$ cat config.mk
export PLATFORM = sky130hd
export DESIGN_NAME = sum_sq_accum
export DESIGN_NICKNAME = d
export VERILOG_FILES = /design/src/rtl/fast_inv_sqrt_pkg.sv /design/src/rtl/sum_sq_accum_fix_square.sv /design/src/rtl/sum_sq_accum.sv
export SDC_FILE = /design/constraint.sdc
export NUM_CORES = 1
export LEC_CHECK = 0
export CAP_MARGIN = 25
export CORE_MARGIN = 2
export CORE_UTILIZATION = 40
export CTS_CLUSTER_SIZE = 16
export DETAILED_ROUTE_END_ITERATION = 7
export MAX_ROUTING_LAYER = met4
export SETUP_SLACK_MARGIN = 0.2
export SLEW_MARGIN = 10
export SYNTH_ARGS = -nofsm -noshare
export SYNTH_HDL_FRONTEND = slang
export SYNTH_SLANG_ARGS = --single-unit
export TNS_END_PERCENT = 30
$ cat constraint.sdc
create_clock -name clk -period 9.2 [get_ports clk]
set_input_delay 2.76 -clock clk [delete_from_list [all_inputs] [get_ports clk]]
set_output_delay 2.76 -clock clk [all_outputs]
set_load 0.02 [all_outputs]
$ cat src/rtl/fast_inv_sqrt_pkg.sv
// Shared types and constants for the fast inverse square root datapath
// and its sum-of-squares front end.
package fast_inv_sqrt_pkg;

    localparam int WORD_WIDTH = 16;
    localparam int SQ_WIDTH   = 2 * WORD_WIDTH;

    localparam logic [WORD_WIDTH-1:0] SAT_VALUE = 16'hFFFF;

    typedef enum logic [1:0] {
        ACC,
        DRAIN,
        OUT
    } sum_sq_state_t;

endpackage

$ cat src/rtl/sum_sq_accum_fix_square.sv
// Stage 1 of sum_sq_accum: registered signed WIDTH x WIDTH squarer with
// valid and last sideband carried alongside the product.
module fix_square
    import fast_inv_sqrt_pkg::*;
#(
    parameter int WIDTH = WORD_WIDTH
) (
    input  logic                 clk,
    input  logic                 rst_n,
    input  logic [WIDTH-1:0]     data,
    input  logic                 valid,
    input  logic                 last,
    output logic [2*WIDTH-1:0]   sq,
    output logic                 sq_valid,
    output logic                 sq_last
);

    logic [2*WIDTH-1:0] ext;
    logic [2*WIDTH-1:0] prod;

    // Sign-extend first so the low 2*WIDTH bits of the product are the exact
    // square; a square is never negative, so the result is read as unsigned.
    always_comb begin
        ext  = {{WIDTH{data[WIDTH-1]}}, data};
        prod = ext * ext;
    end

    // NOTE: sequential state uses non-blocking assignments so every register
    // samples pre-edge values, independent of block ordering.
    always_ff @(posedge clk) begin
        if (!rst_n) begin
            sq       <= '0;
            sq_valid <= 1'b0;
            sq_last  <= 1'b0;
        end else begin
            sq_valid <= valid;
            sq_last  <= valid && last;
            if (valid) begin
                sq <= prod;
            end
        end
    end

endmodule

$ cat src/rtl/sum_sq_accum.sv
// Streaming sum-of-squares |v|^2 ahead of the inverse square root unit.
// Build option: SUM_SQ_ROUND_EN selects round-half-up instead of truncation.
module sum_sq_accum
    import fast_inv_sqrt_pkg::*;
#(
    parameter int INT_WIDTH   = 12,
    parameter int FRACT_WIDTH = 4,
    parameter int MAX_LEN     = 4
) (
    input  logic                               clk,
    input  logic                               rst_n,
    input  logic [INT_WIDTH+FRACT_WIDTH-1:0]   data_in,
    input  logic                               last_in,
    input  logic                               valid_in,
    output logic                               ready_in,
    output logic [INT_WIDTH+FRACT_WIDTH-1:0]   data_out,
    output logic                               sat_out,
    output logic                               len_err_out,
    output logic                               valid_out,
    input  logic                               ready_out
);

    localparam int W     = INT_WIDTH + FRACT_WIDTH;
    localparam int SQ_W  = 2 * W;
    localparam int ACC_W = SQ_W + $clog2(MAX_LEN) + 1;
    localparam int CNT_W = $clog2(MAX_LEN) + 1;

`ifdef SUM_SQ_ROUND_EN
    localparam logic [ACC_W-1:0] RND = ACC_W'(1) << (FRACT_WIDTH - 1);
`else
    localparam logic [ACC_W-1:0] RND = '0;
`endif

    sum_sq_state_t state, next_state;

    logic [CNT_W-1:0] cnt;
    logic [ACC_W-1:0] acc;
    logic             len_err_r;
    logic [SQ_W-1:0]  sq;
    logic             sq_valid, sq_last;

    logic             accept, at_max, end_beat, handshake, ready_next;
    logic [ACC_W-1:0] rounded, scaled;
    logic             res_sat;
    logic [W-1:0]     res_data;

    assign accept    = valid_in && ready_in;
    assign at_max    = (cnt == CNT_W'(MAX_LEN - 1));
    assign end_beat  = accept && (last_in || at_max);
    assign handshake = (state == OUT) && ready_out;

    fix_square #(.WIDTH(W)) u_square (
        .clk      (clk),
        .rst_n    (rst_n),
        .data     (data_in),
        .valid    (accept),
        .last     (last_in || at_max),
        .sq       (sq),
        .sq_valid (sq_valid),
        .sq_last  (sq_last)
    );

    always_ff @(posedge clk) begin
        if (!rst_n) state <= ACC;
        else        state <= next_state;
    end

    // NOTE: every combinational output gets a default first, so no path can
    // leave it unassigned and infer a latch.
    always_comb begin
        next_state = state;
        case (state)
            ACC:     if (sq_valid && sq_last) next_state = DRAIN;
            DRAIN:   next_state = OUT;
            OUT:     if (ready_out) next_state = ACC;
            default: next_state = ACC;
        endcase
    end

    // ready_in is registered: it drops on the ending beat and rises on the
    // result handshake, so ready_out never reaches ready_in combinationally.
    always_comb begin
        ready_next = 1'b0;
        rounded    = acc + RND;
        scaled     = rounded >> FRACT_WIDTH;
        res_sat    = scaled > ACC_W'(SAT_VALUE);
        res_data   = res_sat ? W'(SAT_VALUE) : scaled[W-1:0];
        if (state == ACC)
            ready_next = !end_beat && !(sq_valid && sq_last);
        else if (handshake)
            ready_next = 1'b1;
    end

    always_ff @(posedge clk) begin
        if (!rst_n) begin
            ready_in    <= 1'b0;
            cnt         <= '0;
            acc         <= '0;
            len_err_r   <= 1'b0;
            valid_out   <= 1'b0;
            data_out    <= '0;
            sat_out     <= 1'b0;
            len_err_out <= 1'b0;
        end else begin
            ready_in <= ready_next;
            if (handshake) begin
                cnt         <= '0;
                acc         <= '0;
                len_err_r   <= 1'b0;
                valid_out   <= 1'b0;
                sat_out     <= 1'b0;
                len_err_out <= 1'b0;
            end else begin
                if (accept) begin
                    cnt <= cnt + CNT_W'(1);
                    if (at_max && !last_in) len_err_r <= 1'b1;
                end
                if (sq_valid) acc <= acc + ACC_W'(sq);
                if (state == DRAIN) begin
                    valid_out   <= 1'b1;
                    data_out    <= res_data;
                    sat_out     <= res_sat;
                    len_err_out <= len_err_r;
                end
            end
        end
    end

endmodule

==> reports/results.ini <==
[place]
io_buffers=40
gp_congestion=0.876
place_area_sq_um=15300
dp_hpwl_um=26200
dp.cells=2100

[synth]
synth_edf_count=0
yosysWarnings=0
ys.flop_type=dfxtp_1
syn-num-nets=1967
synth-async-reset-ratio=0
synth.avg_cell_area_sq_um=8.81
seq_area_frac_synth=0.135
ys_ff_latch=94
synthCells=1587
syn_area_sq_um=14000
ys_types=71

[clocking]
htreeDepth=3
clk_pin_slew_worst_paths_ns=0.06
cts_root_buf=clkbuf_16
clock_latency_ns=0.34
postCtsSetupBuffers=0
clock-sinks=94
cts_tree=done
cts-resized-gates=0
numCtsBuffers=9
cts_max_path_buffers=2
holdBufCountCts=0

[timing]
rsz0062_at_grt=yes
final-setup-viol-count=0
hold_viol=0
clock_skew_ns=0.00683
worst_pin_slew_ns=0.798
max_freq_mhz=114
setup_tns_ns=0
slew_headroom=0.468
finalMaxSlewViolations=0
timing.final.crit_period_ns=8.80
final.period_utilization=0.957

[worst_setup_path]
r2r_start=acc[0]
end_kind=flip-flop
critPathArrivalTime_ns=9.03
critical_path_required_ns=9.43
crit_fanout=15
path_class=input port to flip-flop
regToRegSetupSlack_ns=6.31
r2r-end=acc[28]
reg2reg_depth=12
start_kind=input port

[global_route]
grt_max_degree=53
antenna_found_initial=0
grtUsageTotal=0.180
grt_first_pass_wirelength_um=51700
grt_overflow=0
grt_pass1_vias=10800

[floorplan]
initial_utilization=0.406
die_w_um=191
std_cell_rows=68
ios=41
core_area_sq_um=34500
die_area_sq_um=36500
fp.dieH_um=191

[final_layout]
final_nets=2036
layout_commonest_cell=inv_1
syn2layout_area_growth_pct=11.7
n_antenna_cell=0
fin_cells=2116
drive_gt1_frac=0.0728
finalInstanceArea_sq_um=15600
final_cell_mix=inv_1, fa_1, nand2_1, ha_1, nor2_1

[detailed_routing]
firstDrtPassIters=4
drtAntennaViolNets=0
drt_iter0_drc=385
wl_per_cell_um=14.4
viasPerCell=4.90
routed_wl_um=30400
drc=0
via_count=10400

[worst_hold_path]
holdPathStages=2
hold_start=u_square.sq_last
hold_end=state[0]
hp-class=flip-flop to flip-flop

[run_status]
outcome=complete, no violations

[flow_run]
maxCapViolCount=0

-- worst max path at each step --
stage / start / end / slack, ns / depth (start not counted)
6_report: data_in[11] / u_square.sq[31] / 0.40 / 23
5_1_grt: data_in[8] / u_square.sq[31] / 0.15 / 25
4_1_cts: data_in[15] / u_square.sq[31] / 0.38 / 25
3_5_place_dp: data_in[15] / u_square.sq[31] / 0.03 / 25
3_3_place_gp: data_in[15] / u_square.sq[31] / 0.09 / 22
2_1_floorplan: data_in[15] / u_square.sq[31] / 0.50 / 21
-- through the flow --
step	hold WS, ns	setup WS, ns	utilization
2_1_floorplan	0.432	0.501	-
3_3_place_gp	0.442	0.0938	0.444
3_5_place_dp	0.450	0.0269	0.444
4_1_cts	0.452	0.380	0.453
5_1_grt	0.472	0.153	0.453
6_report	0.453	0.398	0.453
-- registers in the layout, indices dropped and copies added (netlist names) --
signal	flops
acc	35
cnt	3
data_out	16
len_err_out	1
len_err_r	1
ready_in	1
sat_out	1
state	2
u_square.sq	31
u_square.sq_last	1
u_square.sq_valid	1
valid_out	1
-- cells in the mapped netlist, types with 9 or more instances --
cell type | number | area share
o21bai_1 | 9 | 0.0048
nor2_1 | 100 | 0.027
inv_1 | 363 | 0.097
a21o_1 | 32 | 0.017
xor2_1 | 27 | 0.017
and3_1 | 13 | 0.0058
o21ai_0 | 61 | 0.022
ha_1 | 125 | 0.11
xnor2_1 | 46 | 0.029
fa_1 | 234 | 0.34
and2_1 | 57 | 0.026
nand2_1 | 145 | 0.039
nor3_1 | 12 | 0.0043
a21oi_1 | 64 | 0.023
dfxtp_1 | 94 | 0.13
nand3_1 | 15 | 0.0054
mux2i_1 | 22 | 0.016
nand2b_1 | 12 | 0.0054
clkbuf_1 | 44 | 0.012
-- layer usage --
layer | GRT usage | wire length (um) | share of wire | vias up
li1 | - | - | - | 5061
met1 | 0.227 | 13800 | 0.45 | 5188
met2 | 0.321 | 15800 | 0.52 | 89
met3 | 0.0129 | 409 | 0.013 | 23
met4 | 0.0313 | 349 | 0.011 | 0
met5 | - | 0 | 0 | -
-- critical path, stage by stage --
cell             delay [ns]
clkdlybuf4s50_1        0.44
buf_12                 0.17
and2_1                 0.20
fa_1                   0.54
inv_1                  0.05
fa_1                   0.52
fa_1                   0.53
inv_1                  0.06
fa_1                   0.51
fa_1                   0.54
inv_1                  0.05
fa_1                   0.52
inv_1                  0.04
ha_1                   0.33
and3_1                 0.24
a221o_1                0.33
a41o_2                 0.28
a21oi_2                0.21
o31ai_2                0.10
o22ai_2                0.13
nand2b_1               0.14
a211oi_1               0.07
o31a_1                 0.24
-- kinds of logic (layout without fill, tap and decap cells) --
group / after synthesis / count (layout) / synth area share
adder cells (fa/ha/maj): 359 / 359 / 0.447
AND/OR/NAND/NOR: 382 / 382 / 0.127
buffers and inverters: 413 / 487 / 0.111
AO/OA/AOI/OAI: 244 / 244 / 0.119
multiplexers: 22 / 22 / 0.0157
XOR/XNOR: 73 / 73 / 0.0457
flip-flops: 94 / 94 / 0.135
-- area by class of cell --
cell class                      instances  area, sq um
Clock inverter                          3         42.5
Sequential cell                        94         1880
Timing Repair Buffer                  107          940
Multi-Input combinational cell       1080        10600
Tap cell                              455          569
Fill cell                            3456        18800
Inverter                              364         1370
Clock buffer                           13          260
Power is not shown: default switching activity piles up to over one toggle a cycle in this logic, so the estimate is an artifact.
